## config.mk

```make
export PLATFORM = sky130hd
export DESIGN_NAME = iq_deserializer
export DESIGN_NICKNAME = d
export VERILOG_FILES = /design/src/rtl/iq_deserializer_pkg.sv /design/src/rtl/iq_deserializer.sv
export SDC_FILE = /design/constraint.sdc
export NUM_CORES = 1
export LEC_CHECK = 0
export BUFFER_PORTS_ARGS = -buffer_cell sky130_fd_sc_hd__buf_2
export CAP_MARGIN = 40
export CORE_AREA = 2 2 81 83
export CTS_CLUSTER_SIZE = 12
export DETAILED_ROUTE_END_ITERATION = 10
export DIE_AREA = 0 0 83 85
export HOLD_SLACK_MARGIN = 0.03
export PLACE_DENSITY = 0.81
export RECOVER_POWER = 100
export SETUP_SLACK_MARGIN = 0.15
export SKIP_LAST_GASP = 1
export SYNTH_ARGS = -nofsm -noshare
export SYNTH_HDL_FRONTEND = slang
export SYNTH_SLANG_ARGS = --single-unit
```

## constraint.sdc

```tcl
create_clock -name clk -period 4.95 [get_ports clk]
set_clock_uncertainty 0.15 [all_clocks]
set_input_delay 0.495 -clock clk [delete_from_list [all_inputs] [get_ports clk]]
set_output_delay 0.495 -clock clk [all_outputs]
set_load 0.02 [all_outputs]
```

## src/rtl/iq_deserializer_pkg.sv

```systemverilog
// iq_deserializer_pkg: frame constants and FSM state encoding shared by the I/Q deserializer
package iq_deserializer_pkg;

    localparam logic [1:0] IQ_I_SYNC = 2'b10;
    localparam logic [1:0] IQ_Q_SYNC = 2'b01;

    function automatic int iq_frame_len(input int iq_width);
        return 2 * (iq_width + 2);
    endfunction

    localparam int IQ_FRAME_LEN = iq_frame_len(14);

    typedef enum logic [1:0] {
        IQD_HUNT   = 2'd0,
        IQD_VERIFY = 2'd1,
        IQD_LOCKED = 2'd2
    } iqd_state_e;

endpackage

```

## src/rtl/iq_deserializer.sv

```systemverilog
// iq_deserializer: recovers framed serial I/Q sample pairs, tracks frame lock and counts sync errors
module iq_deserializer
    import iq_deserializer_pkg::*;
#(
    parameter int IQ_WIDTH      = 14,
    parameter int LOCK_FRAMES   = 3,
    parameter int MISS_LIMIT    = 2,
    parameter int ERR_CNT_WIDTH = 8
) (
    input  logic                     clk,
    input  logic                     rst_n,
    input  logic                     enable,
    input  logic                     serial_in,
    output logic [IQ_WIDTH-1:0]      I,
    output logic [IQ_WIDTH-1:0]      Q,
    output logic                     sample_valid,
    output logic                     locked,
    output logic                     sync_err,
    output logic [ERR_CNT_WIDTH-1:0] err_count
);

    localparam int FL = iq_frame_len(IQ_WIDTH);
    localparam int CW = $clog2(FL);
    localparam int GW = $clog2(LOCK_FRAMES + 1);
    localparam int MW = $clog2(MISS_LIMIT + 1);

    iqd_state_e               state_q, state_d;
    logic [FL-2:0]            sr_q, sr_d;
    logic [FL-1:0]            sr_next;
    logic [CW-1:0]            cnt_q, cnt_d;
    logic [GW-1:0]            good_q, good_d;
    logic [MW-1:0]            miss_q, miss_d;
    logic [IQ_WIDTH-1:0]      i_q, i_d, q_q, q_d;
    logic                     sample_valid_q, sample_valid_d;
    logic                     locked_q, locked_d;
    logic                     sync_err_q, sync_err_d;
    logic [ERR_CNT_WIDTH-1:0] err_count_q, err_count_d;
    logic                     match, boundary;

    // The oldest bit of a frame only lives in sr_next, so the register holds one bit less than a frame
    assign sr_next  = {sr_q, serial_in};
    assign match    = (sr_next[FL-1 -: 2] == IQ_I_SYNC) && (sr_next[IQ_WIDTH +: 2] == IQ_Q_SYNC);
    assign boundary = cnt_q == CW'(FL - 1);

    // Next-state logic: hunt for alignment, confirm it over several frames, then unpack frames while locked
    always_comb begin
        state_d        = state_q;
        sr_d           = sr_next[FL-2:0];
        cnt_d          = boundary ? '0 : cnt_q + CW'(1);
        good_d         = good_q;
        miss_d         = miss_q;
        i_d            = i_q;
        q_d            = q_q;
        sample_valid_d = 1'b0;
        sync_err_d     = 1'b0;
        locked_d       = locked_q;
        err_count_d    = err_count_q;
        if (!enable) begin
            state_d  = IQD_HUNT;
            sr_d     = '0;
            cnt_d    = '0;
            good_d   = '0;
            miss_d   = '0;
            locked_d = 1'b0;
        end else begin
            case (state_q)
                IQD_HUNT: begin
                    cnt_d = '0;
                    if (match) begin
                        good_d   = GW'(1);
                        state_d  = (LOCK_FRAMES == 1) ? IQD_LOCKED : IQD_VERIFY;
                        locked_d = (LOCK_FRAMES == 1);
                    end
                end
                IQD_VERIFY: begin
                    if (boundary && !match) begin
                        state_d = IQD_HUNT;
                        good_d  = '0;
                    end else if (boundary) begin
                        good_d = good_q + GW'(1);
                        if (good_q == GW'(LOCK_FRAMES - 1)) begin
                            state_d  = IQD_LOCKED;
                            locked_d = 1'b1;
                        end
                    end
                end
                IQD_LOCKED: begin
                    if (boundary && match) begin
                        i_d            = sr_next[FL-3 -: IQ_WIDTH];
                        q_d            = sr_next[IQ_WIDTH-1:0];
                        sample_valid_d = 1'b1;
                        miss_d         = '0;
                    end else if (boundary) begin
                        sync_err_d  = 1'b1;
                        err_count_d = (err_count_q == '1) ? err_count_q : err_count_q + ERR_CNT_WIDTH'(1);
                        miss_d      = miss_q + MW'(1);
                        if (miss_q == MW'(MISS_LIMIT - 1)) begin
                            state_d  = IQD_HUNT;
                            locked_d = 1'b0;
                            miss_d   = '0;
                            good_d   = '0;
                        end
                    end
                end
                default: state_d = IQD_HUNT;
            endcase
        end
    end

    // State and output registers, cleared asynchronously by rst_n
    always_ff @(posedge clk or negedge rst_n) begin
        if (!rst_n) begin
            state_q        <= IQD_HUNT;
            sr_q           <= '0;
            cnt_q          <= '0;
            good_q         <= '0;
            miss_q         <= '0;
            i_q            <= '0;
            q_q            <= '0;
            sample_valid_q <= 1'b0;
            locked_q       <= 1'b0;
            sync_err_q     <= 1'b0;
            err_count_q    <= '0;
        end else begin
            state_q        <= state_d;
            sr_q           <= sr_d;
            cnt_q          <= cnt_d;
            good_q         <= good_d;
            miss_q         <= miss_d;
            i_q            <= i_d;
            q_q            <= q_d;
            sample_valid_q <= sample_valid_d;
            locked_q       <= locked_d;
            sync_err_q     <= sync_err_d;
            err_count_q    <= err_count_d;
        end
    end

    assign I            = i_q;
    assign Q            = q_q;
    assign sample_valid = sample_valid_q;
    assign locked       = locked_q;
    assign sync_err     = sync_err_q;
    assign err_count    = err_count_q;

endmodule

```

==> results.json <==
{
  "fin_nets": 293,
  "antenna_found_initial": 0,
  "crit_type": "primary input to flip-flop",
  "cp-start-kind": "primary input",
  "cts_htree_levels": 3,
  "swShare_pct": 25.3,
  "synth_commonest_cells": "dfrtp_1, and2_1, mux2_2",
  "synth_area_leaders": "dfrtp_1, mux2_2, and2_1",
  "drive_above_1_share_pct": 17.8,
  "synth_ff_type": "dfrtp_1",
  "dp_hpwl_mm": 3.45,
  "fin_area_um2": 3640,
  "p_switching_uw": 326,
  "antenna_cells": 0,
  "violations": "capacitance limit, slew limit",
  "core_area_um2": 6200,
  "syn_nets": 246,
  "worst_pin_slew_ns": 1.58,
  "cpPeakStageDelay_ns": 0.94,
  "yosysTopAreaCellShare_pct": 63.1,
  "synth.most_common_cell": "dfrtp_1",
  "crit_chain": "clkbuf_1, inv_1, nor3_1, buf_4, mux2_2",
  "die_w_um": 83,
  "clkLatencyLatePin_ns": 0.34,
  "critPathRequiredTime_ns": 5.03,
  "grt_pass1_wl_mm": 9.02,
  "sequentialPowerShare_pct": 52.8,
  "clockBufferDepth": 2,
  "r2r-start": "cnt_q[0]",
  "cts_setup_buffers": 0,
  "async_reset_ff_share_pct": 100,
  "dp_cells": 347,
  "leakage_uw": 0.00181,
  "setup_viol": 0,
  "tns_ns": 0,
  "worst-endpoint-arrival_ns": 2.74,
  "vias": 1878,
  "cp_slowest_cell": "clkbuf_1",
  "clock-sinks": 81,
  "gr-total-overflow": 0,
  "hold_class": "primary input to flip-flop",
  "synth_area_um2": 3210,
  "max_cap_violations": 1,
  "fillers": 522,
  "synthToLayoutAreaGrowth_pct": 13.2,
  "die_area_um2": 7060,
  "syn_inst": 235,
  "hold_viol": 0,
  "ys_ff_latch": 81,
  "cts_tree": "done",
  "r2r_slack_ns": 2.48,
  "viasPerCell": 5.16,
  "max_freq_mhz": 377,
  "io_pins": 43,
  "clkPwrFrac_pct": 37.9,
  "first_global_vias": 1919,
  "internal-power_uw": 965,
  "finalWeightedCongestion": 0.810,
  "r2r_end": "err_count[1]",
  "pwr_density_cell_nw_per_um2": 355,
  "period_minus_slack_ns": 2.66,
  "drv_slew": 29,
  "yosysTopAreaCell": "dfrtp_1",
  "initial_core_util_pct": 51.8,
  "grt_usage_pct": 16.2,
  "port_buffers": 42,
  "power_frac_comb_pct": 9.3,
  "cts.clk_slew.worst_paths_ns": 0.09,
  "final_cells": 364,
  "clockRootBuffer": "clkbuf_8",
  "wire_per_inst_um": 13.9,
  "cts_made_buffers": 9,
  "synthDistinctLibCells": 40,
  "drtIter0Drc": 119,
  "holdPathEnd": "sr_q[0]",
  "relSlewSlack_pct": -5.34,
  "rsz0062_at_grt": "false",
  "power.total_uw": 1290,
  "crit_fanout": 40,
  "place_area_um2": 3510,
  "final_antenna_net_count": 0,
  "syn-mean-instance-area_um2": 13.7,
  "first_pass_iters": 5,
  "grt_start_max_net_pins": 54,
  "wirelength_mm": 5.07,
  "post-route-period-util_pct": 53.6,
  "min_from": "serial_in",
  "synth_edf_count": 0,
  "status": "finished with violations",
  "drc": 0,
  "seq_area_frac_synth_pct": 63.1,
  "row_count": 29,
  "fp.dieH_um": 85,
  "r2r_cells": 7,
  "ir_drop_v": 0.000185,
  "hold_depth": 2,
  "yosysWarnings": 0,
  "cp-end-kind": "flip-flop"
}
-- critical path, delay by kind of cell --
family | cells | cell delay, ns
simple gates | 1 | 0.25
buf+inv | 3 | 1.59
mux | 1 | 0.38
-- registers in the layout, indices dropped and copies added (netlist names), 2 cells and up --
register,count
I,14
Q,14
cnt_q,5
err_count,8
good_q,2
miss_q,2
sr_q,31
state_q,2
-- final cells by class --
class,count,area [µm²],share of cell area (%)
Clock buffer,9,124,3.41
Clock inverter,7,82.6,2.27
Inverter,7,26.3,0.722
Multi-Input combinational cell,138,1080,29.6
Sequential cell,81,2030,55.7
Tap cell,77,96.3,2.65
Timing Repair Buffer,45,204,5.61
-- stage by stage --
step                hold slack, ns  setup slack [ns]  util [%]
detailed placement           0.290              2.47      56.6
floorplan                   0.0494              2.73         -
finish                       0.245              2.29      58.6
global placement             0.292              2.56      56.2
global route                 0.233              1.96      58.6
CTS                          0.223              2.46      60.1
-- timing repair --
item	in CTS	in global routing
hold endpoints to repair	28	0
resized for setup	0	0
hold buffers	1	0
-- worst max path at each step --
stage,startpoint,to,slack [ns],cells past startpoint
2_1_floorplan,cnt_q[0],err_count[1],2.73,8
3_3_place_gp,enable,I[1],2.56,5
3_5_place_dp,cnt_q[0],err_count[1],2.47,7
4_1_cts,cnt_q[0],err_count[1],2.46,7
5_1_grt,enable,Q[0],1.96,5
6_report,enable,Q[4],2.29,5
-- logic make-up (layout without fill, tap and decap cells) --
family                   after synthesis  after routing  share of synthesized area (%)
flip-flops                            81             81                           63.1
AND/OR/NAND/NOR                       72             72                           14.3
multiplexers                          30             30                           10.5
AO/OA/AOI/OAI                         21             21                           4.79
buffers and inverters                 16             68                           2.34
XOR/XNOR                               8              8                           2.18
adder cells (fa/ha/maj)                7              7                           2.73
-- metal layers --
layer	part of all wire [%]	vias to the layer above	routed length [µm]	track usage (%)
li1	-	902	-	-
met1	48	916	2440	22.8
met2	45	46	2270	23.5
met3	4.7	14	236	3.70
met4	2.4	0	121	8.94
met5	0	-	0	0
-- layout by cell type (no fill, tap or decap), types with 2 or more instances in the layout --
master,Yosys,final
a211o_1,2,2
nor3_1,4,4
and2_1,35,11
clkinvlp_4,0,2
o211a_1,2,2
nor2_1,6,7
nand2_1,7,7
ha_1,7,7
mux2_2,29,29
clkbuf_8,0,9
xor2_1,7,7
nand3_1,5,5
and3_1,4,4
inv_6,0,3
a21oi_1,4,4
a22oi_1,2,2
clkbuf_1,4,41
inv_1,7,7
a31oi_1,3,3
and2_0,0,24
o21ai_0,2,2
dfrtp_1,81,81
-- power by group through the flow --
stage               Sequential, µW  Combinational (µW)  Clock, µW
detailed placement             695                 120          0
global placement               694                 114          0
global route                   683                 135        535
CTS                            682                 121        505
finish                         682                 119        490
floorplan                      694                83.7          0
Power figures use the tool's default switching activity.
